**src/rtl/ex_multicycle_sched_pkg.sv**
```systemverilog
// Shared definitions for the EX-stage multi-cycle scheduler.
//   sched_state_e : scheduler FSM states (idle, ROM load, counting, completion)
//   op_class_e    : op class codes, also the latency ROM select code
package ex_multicycle_sched_pkg;

    typedef enum logic [1:0] {
        StIdle = 2'b00,
        StLoad = 2'b01,
        StRun  = 2'b10,
        StDone = 2'b11
    } sched_state_e;

    // Class 3 has no latency ROM entry (zero cycles) and completes with an error.
    typedef enum logic [1:0] {
        ClsShort   = 2'b00,
        ClsMid     = 2'b01,
        ClsLong    = 2'b10,
        ClsIllegal = 2'b11
    } op_class_e;

endpackage

```
**src/rtl/ex_multicycle_sched_arb.sv**
```systemverilog
// Two-way round-robin arbiter.
//   valid[1:0] : request lines
//   ptr        : requester that wins when both are valid
//   grant[1:0] : one-hot grant (all zero when nothing is valid)
module ex_multicycle_sched_arb (
    input  logic [1:0] valid,
    input  logic       ptr,
    output logic [1:0] grant
);

    always_comb begin
        grant    = 2'b00;
        grant[0] = valid[0] && (!valid[1] || !ptr);
        grant[1] = valid[1] && (!valid[0] ||  ptr);
    end

endmodule

```
**src/rtl/ex_multicycle_sched.sv**
```systemverilog
// EX-stage scheduler for the shared multi-cycle functional unit.
// Arbitrates two requesters round-robin, looks up the op latency in an external
// ROM, counts the unit's busy cycles, stalls EX meanwhile and returns a tagged
// completion pulse.
//   CLK, RSTN              : clock, synchronous active-low reset
//   REQx_VALID/CLASS/TAG   : requester x op, REQx_READY is the combinational grant
//   FLUSH                  : abort whatever is in flight, no grant this cycle
//   ROM_SELECT / ROM_OP    : latency ROM lookup (select = latched class)
//   UNIT_START             : one-cycle start pulse to the multi-cycle unit
//   STALL                  : high while an op is in flight
//   DONE_VALID/REQ/TAG/ERR : completion pulse, qualifiers zero when not valid
module ex_multicycle_sched
    import ex_multicycle_sched_pkg::*;
#(
    parameter int unsigned TAG_W = 4,
    parameter int unsigned CNT_W = 8
) (
    input  logic             CLK,
    input  logic             RSTN,
    input  logic             REQ0_VALID,
    input  logic [1:0]       REQ0_CLASS,
    input  logic [TAG_W-1:0] REQ0_TAG,
    output logic             REQ0_READY,
    input  logic             REQ1_VALID,
    input  logic [1:0]       REQ1_CLASS,
    input  logic [TAG_W-1:0] REQ1_TAG,
    output logic             REQ1_READY,
    input  logic             FLUSH,
    output logic [1:0]       ROM_SELECT,
    input  logic [31:0]      ROM_OP,
    output logic             UNIT_START,
    output logic             STALL,
    output logic             DONE_VALID,
    output logic             DONE_REQ,
    output logic [TAG_W-1:0] DONE_TAG,
    output logic             DONE_ERR
);

    localparam logic [CNT_W-1:0] CntOne = 1;

    sched_state_e     state_q, state_d;
    logic             ptr_q, ptr_d;
    op_class_e        cls_q, cls_d;
    logic [TAG_W-1:0] tag_q, tag_d;
    logic             req_q, req_d;
    logic             err_q, err_d;
    logic [CNT_W-1:0] cnt_q, cnt_d;

    logic [1:0]       grant;
    logic             rdy0, rdy1;
    logic             unit_start;
    logic             done_valid;
    logic [CNT_W-1:0] rom_lat;

    // ROM entries never exceed the counter range; the upper OP bits are don't-care.
    logic unused_rom_hi;
    assign unused_rom_hi = ^ROM_OP[31:CNT_W];
    assign rom_lat       = ROM_OP[CNT_W-1:0];

    ex_multicycle_sched_arb u_arb (
        .valid ({REQ1_VALID, REQ0_VALID}),
        .ptr   (ptr_q),
        .grant (grant)
    );

    always_comb begin
        state_d    = state_q;
        ptr_d      = ptr_q;
        cls_d      = cls_q;
        tag_d      = tag_q;
        req_d      = req_q;
        err_d      = err_q;
        cnt_d      = cnt_q;
        rdy0       = 1'b0;
        rdy1       = 1'b0;
        unit_start = 1'b0;
        done_valid = 1'b0;

        unique case (state_q)
            StIdle: begin
                if (!FLUSH) begin
                    rdy0 = grant[0];
                    rdy1 = grant[1];
                    if (grant != 2'b00) begin
                        cls_d   = op_class_e'(grant[1] ? REQ1_CLASS : REQ0_CLASS);
                        tag_d   = grant[1] ? REQ1_TAG : REQ0_TAG;
                        req_d   = grant[1];
                        err_d   = 1'b0;
                        // Next time both ask, the other requester wins.
                        ptr_d   = ~grant[1];
                        state_d = StLoad;
                    end
                end
            end
            StLoad: begin
                cnt_d = rom_lat;
                if (rom_lat != '0) begin
                    unit_start = 1'b1;
                    state_d    = StRun;
                end else begin
                    err_d   = 1'b1;
                    state_d = StDone;
                end
            end
            StRun: begin
                cnt_d = cnt_q - CntOne;
                if (cnt_q == CntOne) begin
                    state_d = StDone;
                end
            end
            StDone: begin
                done_valid = 1'b1;
                state_d    = StIdle;
            end
            default: state_d = StIdle;
        endcase

        // Flush wins over everything; the arbitration pointer is left alone.
        if (FLUSH) begin
            state_d    = StIdle;
            cnt_d      = '0;
            unit_start = 1'b0;
            done_valid = 1'b0;
        end
    end

    always_ff @(posedge CLK) begin
        if (!RSTN) begin
            state_q <= StIdle;
            ptr_q   <= 1'b0;
            cls_q   <= ClsShort;
            tag_q   <= '0;
            req_q   <= 1'b0;
            err_q   <= 1'b0;
            cnt_q   <= '0;
        end else begin
            state_q <= state_d;
            ptr_q   <= ptr_d;
            cls_q   <= cls_d;
            tag_q   <= tag_d;
            req_q   <= req_d;
            err_q   <= err_d;
            cnt_q   <= cnt_d;
        end
    end

    // Every output is forced low while reset is asserted.
    assign REQ0_READY = RSTN && rdy0;
    assign REQ1_READY = RSTN && rdy1;
    assign ROM_SELECT = RSTN ? cls_q : 2'b00;
    assign UNIT_START = RSTN && unit_start;
    assign STALL      = RSTN && (state_q != StIdle);
    assign DONE_VALID = RSTN && done_valid;
    assign DONE_REQ   = DONE_VALID && req_q;
    assign DONE_TAG   = DONE_VALID ? tag_q : '0;
    assign DONE_ERR   = DONE_VALID && err_q;

endmodule

```
**config.mk**
```make
export PLATFORM = sky130hd
export DESIGN_NAME = ex_multicycle_sched
export DESIGN_NICKNAME = d
export VERILOG_FILES = /design/src/rtl/ex_multicycle_sched_pkg.sv /design/src/rtl/ex_multicycle_sched_arb.sv /design/src/rtl/ex_multicycle_sched.sv
export SDC_FILE = /design/constraint.sdc
export NUM_CORES = 1
export LEC_CHECK = 0
export CAP_MARGIN = 10
export CORE_ASPECT_RATIO = 1.1
export CORE_MARGIN = 3
export CORE_UTILIZATION = 36
export CTS_CLUSTER_SIZE = 20
export DETAILED_ROUTE_END_ITERATION = 7
export MAX_ROUTING_LAYER = met4
export PLACE_DENSITY = 0.76
export SYNTH_ARGS = -nofsm -noshare
export SYNTH_HDL_FRONTEND = slang
export SYNTH_HIERARCHICAL = 1
export SYNTH_SLANG_ARGS = --single-unit
```
**constraint.sdc**
```tcl
create_clock -name CLK -period 1.54 [get_ports CLK]
set_input_delay 0.154 -clock CLK [delete_from_list [all_inputs] [get_ports CLK]]
set_output_delay 0.154 -clock CLK [all_outputs]
set_load 0.02 [all_outputs]
```
== After elaboration in Yosys (flattened, before gate mapping) ==
Cells that the tools add are included.

* Flip-flop bits (word level): 19
* Bits in latches: 0
* Memory bits (writable): 0
* Memory bits (read-only): 0
* Bits of input ports: 49
* Output and inout port bits: 13
* Word-level logic and storage cells: 65
* Memories kept: 0

* Add/subtract/negate cells: 1
* $mul: 0
* Div/mod/pow operators: 0
* Magnitude comparators: 0
* Equal/unequal tests: 8
* Shift operators: 0
* Mux-type cells: 22
* Bitwise gates (word level): 3
* Reductions and logical operators: 24

{| class="wikitable"
|+ Operators with widths
! cell !! count
|-
| $pmux 8 s2 || 1
|-
| $mux 1 || 13
|-
| $logic_and 1x1->1 || 9
|-
| $eq 8x1->1 const B || 1
|-
| $mux 2 || 4
|-
| $mux 4 || 2
|-
| $ne 2x2->1 const B || 4
|-
| $pmux 2 s4 || 1
|-
| $reduce_bool 2->1 || 4
|-
| $reduce_bool 8->1 || 1
|-
| $sub 8x1->8 const B || 1
|-
| $eq 2x2->1 const B || 2
|-
| $reduce_and 4->1 || 1
|-
| $logic_not 1->1 || 3
|-
| $not 1->1 || 3
|-
| $reduce_and 3->1 || 1
|-
| $eq 2x1->1 const B || 1
|-
| $logic_not 2->1 || 1
|-
| $logic_or 1x1->1 || 2
|-
| $pmux 1 s2 || 1
|-
| $reduce_and 2->1 || 1
|-
| $reduce_or 2->1 || 1
|}

== Longest topological paths before layout ==
Gate-level depths: netlist of the first run.

* Word-level depth: 7
* Depth in mapped cells: 7

== By module ==
The synthesis of the first run kept the hierarchy.

{| class="wikitable"
|+ Modules (own cells, without submodules)
! module !! times used !! cells each !! area each (um^2) !! seq. area each (um^2)
|-
| ex_multicycle_sched || 1 || 148 || 1216.2 || 380.4
|-
| ex_multicycle_sched_arb || 1 || 3 || 18.8 || 0.0
|}

== Least setup slack after synthesis of the first run ==
No wires, ideal clock.

* Kind: register to register
* Start: register ptr_q
* End: register err_q
* Data arrival time: 1478 ps
* Data required time: 1422 ps
* Slack: -55 ps
* Stages on the path, launching flop included: 7
* Buffers on the path: 0
* Clock period less this slack: 1595 ps
* Cell sequence: dfxtp_1 -> inv_1 -> a21boi_1 -> nor2_1 -> or3b_2 -> a21oi_1 -> nor3b_1

* Elaborated cells between the ends (all ways): 8
* Those cells by class: eq/ne (1); reduce/logical (7)

{| class="wikitable"
|+ RTL lines
! what !! line !! source
|-
| from (decl) || ex_multicycle_sched.sv:42 || <nowiki>logic ptr_q, ptr_d;</nowiki>
|-
| from (signal assigned) || ex_multicycle_sched.sv:138 || <nowiki>ptr_q <= ptr_d;</nowiki>
|-
| $logic_or 1x1->1 || ex_multicycle_sched_arb.sv:14 || <nowiki>grant[1] = valid[1] && (!valid[0] || ptr);</nowiki>
|-
| $logic_and 1x1->1 || ex_multicycle_sched_arb.sv:14 ||
|-
| named net grant[1] || ex_multicycle_sched.sv:49 || <nowiki>logic [1:0] grant;</nowiki>
|-
| $reduce_bool 2->1 || ex_multicycle_sched.sv:84 || <nowiki>if (grant != 2'b00) begin</nowiki>
|-
| $ne 2x2->1 (no source line) || - ||
|-
| $reduce_and 4->1 (no source line) || - ||
|-
| to (signal assigned) || ex_multicycle_sched.sv:142 || <nowiki>err_q <= err_d;</nowiki>
|-
| to (decl) || ex_multicycle_sched.sv:46 || <nowiki>logic err_q, err_d;</nowiki>
|}

The timed path passes the listed nets, and every way through them passes these cells.
A chain may end at the register's enable or synchronous reset.

== Final worst setup path of the first run ==
* Start: input ROM_OP[7]
* End: output UNIT_START

* Word-level cells in the longest chain between the ends: 5

{| class="wikitable"
|+ Ends and longest elaborated chain
! what !! line !! source
|-
| from (decl) || ex_multicycle_sched.sv:30 || <nowiki>input logic [31:0] ROM_OP,</nowiki>
|-
| $reduce_bool 8->1 || ex_multicycle_sched.sv:97 || <nowiki>if (rom_lat != '0) begin</nowiki>
|-
| $mux 1 || ex_multicycle_sched.sv:97 ||
|-
| $mux 1 || ex_multicycle_sched.sv:79 || <nowiki>unique case (state_q)</nowiki>
|-
| $mux 1 || ex_multicycle_sched.sv:119 || <nowiki>if (FLUSH) begin</nowiki>
|-
| $logic_and 1x1->1 || ex_multicycle_sched.sv:151 || <nowiki>assign UNIT_START = RSTN && unit_start;</nowiki>
|-
| to (decl) || ex_multicycle_sched.sv:31 || <nowiki>output logic UNIT_START,</nowiki>
|}

Every way passes these cells.

==> impl_metrics.json, run 1 <==
{
  "outcome": "finished clean",
  "setup_violations": 0,
  "seq_power_share_pct": 44.5,
  "crit_arrival_ns": 1.38,
  "tns_ns": 0,
  "grt.busiest_layer": "met2",
  "htreeDepth": 1,
  "ios": 62,
  "core_area_sq_um": 3150,
  "ant_nets": 0,
  "synth_seq_cells": 19,
  "grt_overflow_total": 0,
  "p_per_area_nw_per_um2": 622,
  "portBuffers": 37,
  "clk_latency_ns": 0.29,
  "vias": 1347,
  "cp-start-kind": "input pin",
  "gp_congestion": 0.891,
  "max-slew-margin-rel_pct": 69.1,
  "worstSetupEndpointType": "output port",
  "p_sw_mw": 0.366,
  "power.share.clock_pct": 20.3,
  "numClockSinks": 19,
  "die_h_um": 67.4,
  "areaGrowthSynthToFinish_pct": 59.7,
  "cts_tree": "built",
  "vias_per_cell": 5.39,
  "stdcell_area_sq_um": 1970,
  "ys_seq_area_share_pct": 30.8,
  "row_count": 21,
  "cp_cell_sequence": "clkdlybuf4s50_1 > or4_4 > nor2_4 > nor2_2 > buf_6",
  "syn_nets": 206,
  "final_common_cell": "buf_4",
  "drt_iter0_markers": 40,
  "cap_violations": 0,
  "die_width_um": 61.8,
  "slowest_stage": "clkdlybuf4s50_1",
  "grt_pass1_vias": 1372,
  "n_antenna_cell": 0,
  "syn-cell-area_sq_um": 1230,
  "slowest_delay_ns": 0.44,
  "layout.nets": 272,
  "start_util_pct": 39.2,
  "cp.required_ns": 1.39,
  "hold_viol": 0,
  "final_layout_size_suffix_gt1_share_pct": 35.6,
  "period_minus_slack_ns": 1.53,
  "numCtsBuffers": 3,
  "antenna_found_initial": 0,
  "grtUsageMet1_pct": 16.5,
  "grtUsageMet3_pct": 2.49,
  "final_cell_mix": "28 x buf_4, 17 x clkdlybuf4s50_1, 15 x nand2_1, 15 x dfxtp_1, 10 x nor2b_1",
  "grt_max_degree": 15,
  "ir_worst_vdd_mv": 0.361,
  "grt_util_met2_pct": 33.1,
  "critical_path_class": "in2out",
  "avgSynthCellArea_sq_um": 8.18,
  "crit_path_max_fanout": 2,
  "synth_warnings": 6,
  "die-area_sq_um": 4170,
  "synthCells": 151,
  "hold_ws_ns": 0.225,
  "clkTransAtPathRegs_ns": 0.10,
  "grt_pass1_wl_um": 5410,
  "place_hpwl_um": 2680,
  "power_frac_comb_pct": 35.2,
  "routed_wl_um": 3570,
  "min-delay-path-class": "in2reg",
  "internal-power_mw": 0.859,
  "period_share_pct": 99.4,
  "rsz0062_at_grt": "true",
  "root_buffer": "clkbuf_4",
  "clock_path_buffers": 2,
  "worst_pin_slew_ns": 0.461,
  "clock_skew_ns": 0.00109,
  "yosysUniqueCellTypes": 35,
  "max_freq_mhz": 653,
  "dr.pass1.iters": 4,
  "drc_errors": 0,
  "grt_usage_pct": 17.3,
  "avgRoutedWirePerCell_um": 14.3,
  "swShare_pct": 29.9,
  "finalMaxSlewViolations": 0,
  "placed_area_sq_um": 1820,
  "p_leak_nw": 0.896
}
power by group through the flow:
stage | clock, mW | sequential [mW] | combinational (mW)
after global placement | 0 | 0.550 | 0.376
after CTS | 0.256 | 0.541 | 0.390
final | 0.248 | 0.545 | 0.432
after floorplan | 0 | 0.548 | 0.199
after detailed placement | 0 | 0.552 | 0.388
after global routing | 0.276 | 0.549 | 0.469
routing by layer:
layer  share of wire (%)  vias up
met3                 6.2        5
met5                   0        -
met4                 1.2        0
li1                    -      664
met2                  53       40
met1                  40      638
logic make-up after synthesis:
| logic type | count (synthesis) | synth area share (%) |
|---|---|---|
| flops | 19 | 30.8 |
| compound gates | 40 | 22.3 |
| buf+inv | 14 | 4.56 |
| mux | 8 | 6.48 |
| fa+ha+maj | 6 | 6.08 |
| simple gates | 64 | 29.8 |
registers in the layout, indices dropped and copies added (netlist names):
name     cells
state_q      2
req_q        1
cnt_q        8
ptr_q        1
err_q        1
tag_q        4
cls_q        2
critical path, delay by kind of cell:
family                 cells  cell delay (ns)
buffers and inverters      2             0.56
and+or+nand+nor            3             0.66
synthesized netlist by cell type:
cell type	number	area (sq um)
a211oi_1	5	37.5
a21boi_0	6	45.0
a21boi_1	2	15.0
a21boi_2	1	11.3
a21o_1	2	15.0
a21oi_1	9	45.0
a221oi_2	1	15.0
a22oi_1	1	7.51
a31o_2	3	26.3
and2_1	4	25.0
and3_1	8	50.1
and3b_1	1	8.76
buf_4	1	7.51
clkbuf_1	6	22.5
dfxtp_1	19	380
ha_1	6	75.1
inv_1	7	26.3
mux2i_1	8	80.1
nand2_1	15	56.3
nand3_1	2	10.0
nand4_1	1	6.26
nor2_1	9	33.8
nor2_4	1	11.3
nor2b_1	10	62.6
nor3_1	3	15.0
nor3b_1	3	22.5
nor4_2	1	12.5
o211ai_1	1	7.51
o21ai_0	6	30.0
o22ai_1	2	12.5
o31ai_1	1	7.51
or2b_1	1	7.51
or3_1	1	6.26
or3b_2	2	17.5
or4_4	2	22.5
area by class of cell:
type	instances	area, sq um
tap	34	42.5
clock buffer	4	26.3
sequential	19	385
multi-input combinational	118	898
fill	274	1180
inverter	7	26.3
timing repair buffer	68	593
worst paths after layout:
| path | end | slack [ns] | cells past startpoint | from |
|---|---|---|---|---|
| worst min-delay path | cnt_q[3] | 0.22 | 3 | ROM_OP[3] |
| worst max-delay path | UNIT_START | 0.009 | 5 | ROM_OP[7] |
| worst min register to register | req_q | 0.52 | 2 | req_q |
| worst max register to register | tag_q[2] | 0.05 | 8 | ptr_q |
per-stage QoR:
| step | std cells | setup slack (ns) | total power, mW | utilization [%] |
|---|---|---|---|---|
| 2_1_floorplan | 151 | 0.0343 | 0.747 | - |
| 3_3_place_gp | 242 | -0.449 | 0.925 | 57.9 |
| 3_5_place_dp | 242 | -0.486 | 0.940 | 57.9 |
| 4_1_cts | 247 | -0.0855 | 1.19 | 58.5 |
| 5_1_grt | 250 | -0.0434 | 1.29 | 62.5 |
| 6_report | 250 | 0.00874 | 1.23 | 62.5 |
repair_timing:
| action | in CTS | in global routing |
|---|---|---|
| setup endpoints to repair | 18 | 22 |
| buffers inserted | 1 | 3 |
| hold buffers | 0 | 0 |
| resized for setup | 46 | 42 |
| hold endpoints to repair | 0 | 0 |
| pin swaps | 1 | 12 |
Power figures use the tool's default switching activity.
==> run 2, diff against run 1 <==
--- a/config.mk
+++ b/config.mk
@@ -5,6 +5,8 @@
 export SDC_FILE = /design/constraint.sdc
 export NUM_CORES = 1
 export LEC_CHECK = 0
+export ABC_AREA = 1
+export ABC_CLOCK_PERIOD_IN_PS = 1540
 export CAP_MARGIN = 10
 export CORE_ASPECT_RATIO = 1.1
 export CORE_MARGIN = 3
@@ -12,7 +14,7 @@
 export CTS_CLUSTER_SIZE = 20
 export DETAILED_ROUTE_END_ITERATION = 7
 export MAX_ROUTING_LAYER = met4
-export PLACE_DENSITY = 0.76
+export PLACE_DENSITY = 0.77
 export SYNTH_ARGS = -nofsm -noshare
 export SYNTH_HDL_FRONTEND = slang
 export SYNTH_HIERARCHICAL = 1
==> run 2 against run 1 <==
Sequential power fell by 0.7%. Count of clock-buffer cells in the layout fell by 1. Clock power rose by 8.9%. Critical endpoint unchanged.
==> impl_metrics.json, run 2 <==
{
  "worstSetupEndpointType": "output port",
  "slowest_stage": "dfxtp_4",
  "synth_top_area_cell": "dfxtp_1",
  "start_util_pct": 38.7,
  "synth_enable_flop_cells": 0,
  "vias_per_cell": 4.84,
  "p_per_area_nw_per_um2": 667,
  "clk_latency_ns": 0.31,
  "stdcell_area_sq_um": 1790,
  "finalMaxSlewViolations": 0,
  "cts_tree": "built",
  "crit_path_start": "state_q[1]",
  "max-slew-margin-rel_pct": 81.0,
  "final_layout_size_suffix_gt1_share_pct": 23.3,
  "largest_reg_flops": 8,
  "muxShareOfSynthArea_pct": 0,
  "largestRegisters": "cnt_q (8), tag_q (4)",
  "synth_most_common_cell": "nand2_1",
  "synth_top_cell_area_share_pct": 31.5,
  "final_cell_mix": "55 x nand2_1, 28 x nor2_1, 25 x buf_4",
  "drc_errors": 0,
  "grt_usage_pct": 18.3,
  "synth-main-ff-cell": "dfxtp_1",
  "clock_path_buffers": 2,
  "endpoint": "UNIT_START",
  "period_share_pct": 95.7,
  "numCtsBuffers": 3,
  "ys_seq_area_share_pct": 31.5,
  "die_width_um": 61.2,
  "rr_startpoint": "ptr_q",
  "cp_cell_sequence": "inv_2 > ha_2 > o21ai_1 > nor2_1 > buf_4",
  "die_h_um": 66.8,
  "cp-start-kind": "flop",
  "drt_iter0_markers": 61,
  "vias": 1389,
  "n_antenna_cell": 0,
  "cap_violations": 0,
  "crit_path_max_fanout": 4,
  "synth.area.top_cells": "dfxtp_1 31%, nand2_1 17%, nor2_1 9.0%",
  "layout.nets": 309,
  "ios": 62,
  "grt_pass1_vias": 1332,
  "r2r_cells": 9,
  "yosysUniqueCellTypes": 23,
  "synthCells": 192,
  "nFillCells": 302,
  "period_minus_slack_ns": 1.47,
  "synth_top_family_by_area": "simple AND/OR/NAND/NOR gates",
  "p_leak_nw": 0.841,
  "yosys.area_share.adder_pct": 6.21,
  "grt_pass1_wl_um": 5440,
  "r2r_slack_ns": 0.10,
  "finalWorstSetupSlack_ns": 0.0660,
  "synth_seq_cells": 19,
  "hold_viol": 0,
  "htreeDepth": 1,
  "grt_overflow_total": 0,
  "hp-start": "REQ0_TAG[3]",
  "synth-xor-area-share_pct": 0,
  "synth-compound-area-share_pct": 15.6,
  "min-delay-path-class": "in2reg",
  "die-area_sq_um": 4090,
  "outcome": "finished clean",
  "avgRoutedWirePerCell_um": 11.3,
  "core_area_sq_um": 3130,
  "syn-cell-area_sq_um": 1210,
  "critical_path_class": "reg2out",
  "synth_common_cells": "56 x nand2_1, 29 x nor2_1, 22 x inv_1",
  "synth-simple-area-share_pct": 37.8,
  "reg2reg_to": "req_q",
  "antenna_found_initial": 0,
  "grt_max_degree": 12,
  "postCtsHoldBufs": 0,
  "setup_violations": 0,
  "largest-register": "cnt_q",
  "worst_pin_slew_ns": 0.283,
  "areaGrowthSynthToFinish_pct": 48.3,
  "placed_area_sq_um": 1760,
  "final_common_cell": "nand2_1",
  "portBuffers": 37,
  "dr.pass1.iters": 4,
  "clock_skew_ns": 0.00261,
  "rsz0062_at_grt": "true",
  "synth_warnings": 6,
  "ir_worst_vdd_mv": 0.402,
  "clkTransAtPathRegs_ns": 0.12,
  "place_hpwl_um": 2480,
  "crit_arrival_ns": 1.32,
  "slowest_delay_ns": 0.38,
  "ys_async_sr_fraction_pct": 0,
  "avgSynthCellArea_sq_um": 6.30,
  "max_freq_mhz": 678,
  "syn_nets": 247,
  "ant_nets": 0,
  "numClockSinks": 19,
  "root_buffer": "clkbuf_4",
  "gp_congestion": 0.842,
  "row_count": 21,
  "place_ws_ns": -0.394,
  "cp.required_ns": 1.39,
  "routed_wl_um": 3240
}
[run 2: cell count changes after synthesis, moves of 5 or more]
cell	before	now
mux2i_1	8	0
a21oi_1	9	14
and3_1	8	0
nand2_1	15	56
inv_1	7	22
nand3_1	2	10
nor2_1	9	29
a21boi_0	6	0
nor2b_1	10	0
clkbuf_1	6	1
a31oi_1	0	6
[run 2: layer usage]
layer,GRT usage (%),vias up,routed length (um)
met1,19.8,607,1340
met3,3.29,4,170
met2,32.3,44,1680
li1,-,734,-
met4,7.32,0,52
met5,-,-,0
[run 2: metrics by stage]
stage | util (%) | TNS [ns] | hold WS (ns) | instances | power [mW]
2_1_floorplan | - | 0 | 0.311 | 192 | 0.750
3_3_place_gp | 56.2 | -4.95 | 0.453 | 280 | 0.917
3_5_place_dp | 56.2 | -5.61 | 0.453 | 280 | 0.923
4_1_cts | 56.5 | -0.0173 | 0.388 | 284 | 1.19
5_1_grt | 57.3 | -0.0187 | 0.394 | 287 | 1.28
6_report | 57.3 | 0 | 0.394 | 287 | 1.20
[run 2: power by group]
part | internal [mW] | switching, mW | total [mW]
Sequential | 0.520 | 0.0214 | 0.541
Clock | 0.0972 | 0.173 | 0.270
Combinational | 0.191 | 0.194 | 0.385
[run 2: area by class of cell]
cell class | count | area [sq um] | share of cell area (%)
Timing Repair Buffer | 60 | 493 | 27.5
Clock buffer | 3 | 22.5 | 1.26
Sequential cell | 19 | 389 | 21.7
Inverter | 25 | 93.8 | 5.23
Tap cell | 34 | 42.5 | 2.37
Clock inverter | 1 | 5.00 | 0.279
Multi-Input combinational cell | 145 | 747 | 41.7
[run 2: cells by family after synthesis]
| logic type | after synthesis |
|---|---|
| flip-flops | 19 |
| AO/OA/AOI/OAI | 34 |
| adder cells (fa/ha/maj) | 6 |
| AND/OR/NAND/NOR | 105 |
| buffers and inverters | 28 |
[run 2: how the worst min path moves through the flow]
stage / depth (start not counted) / end / slack, ns
2_1_floorplan: 2 / cls_q[0] / 0.31
5_1_grt: 3 / tag_q[0] / 0.39
3_3_place_gp: 2 / err_q / 0.45
4_1_cts: 3 / tag_q[3] / 0.39
3_5_place_dp: 2 / err_q / 0.45
6_report: 3 / tag_q[3] / 0.39
[run 2: what timing repair did]
action	CTS	global route
gates cloned	0	0
endpoints found under the setup margin	13	24
setup buffers	0	3
resized for setup	45	20
pin swaps	0	3
[run 2: worst max-delay path, delay by kind of cell, from the launching register on]
| family | cells | cell delay [ns] |
|---|---|---|
| AO/OA/AOI/OAI | 1 | 0.08 |
| flip-flops | 1 | 0.38 |
| AND/OR/NAND/NOR | 1 | 0.13 |
| buffers and inverters | 2 | 0.23 |
| adder cells (fa/ha/maj) | 1 | 0.18 |
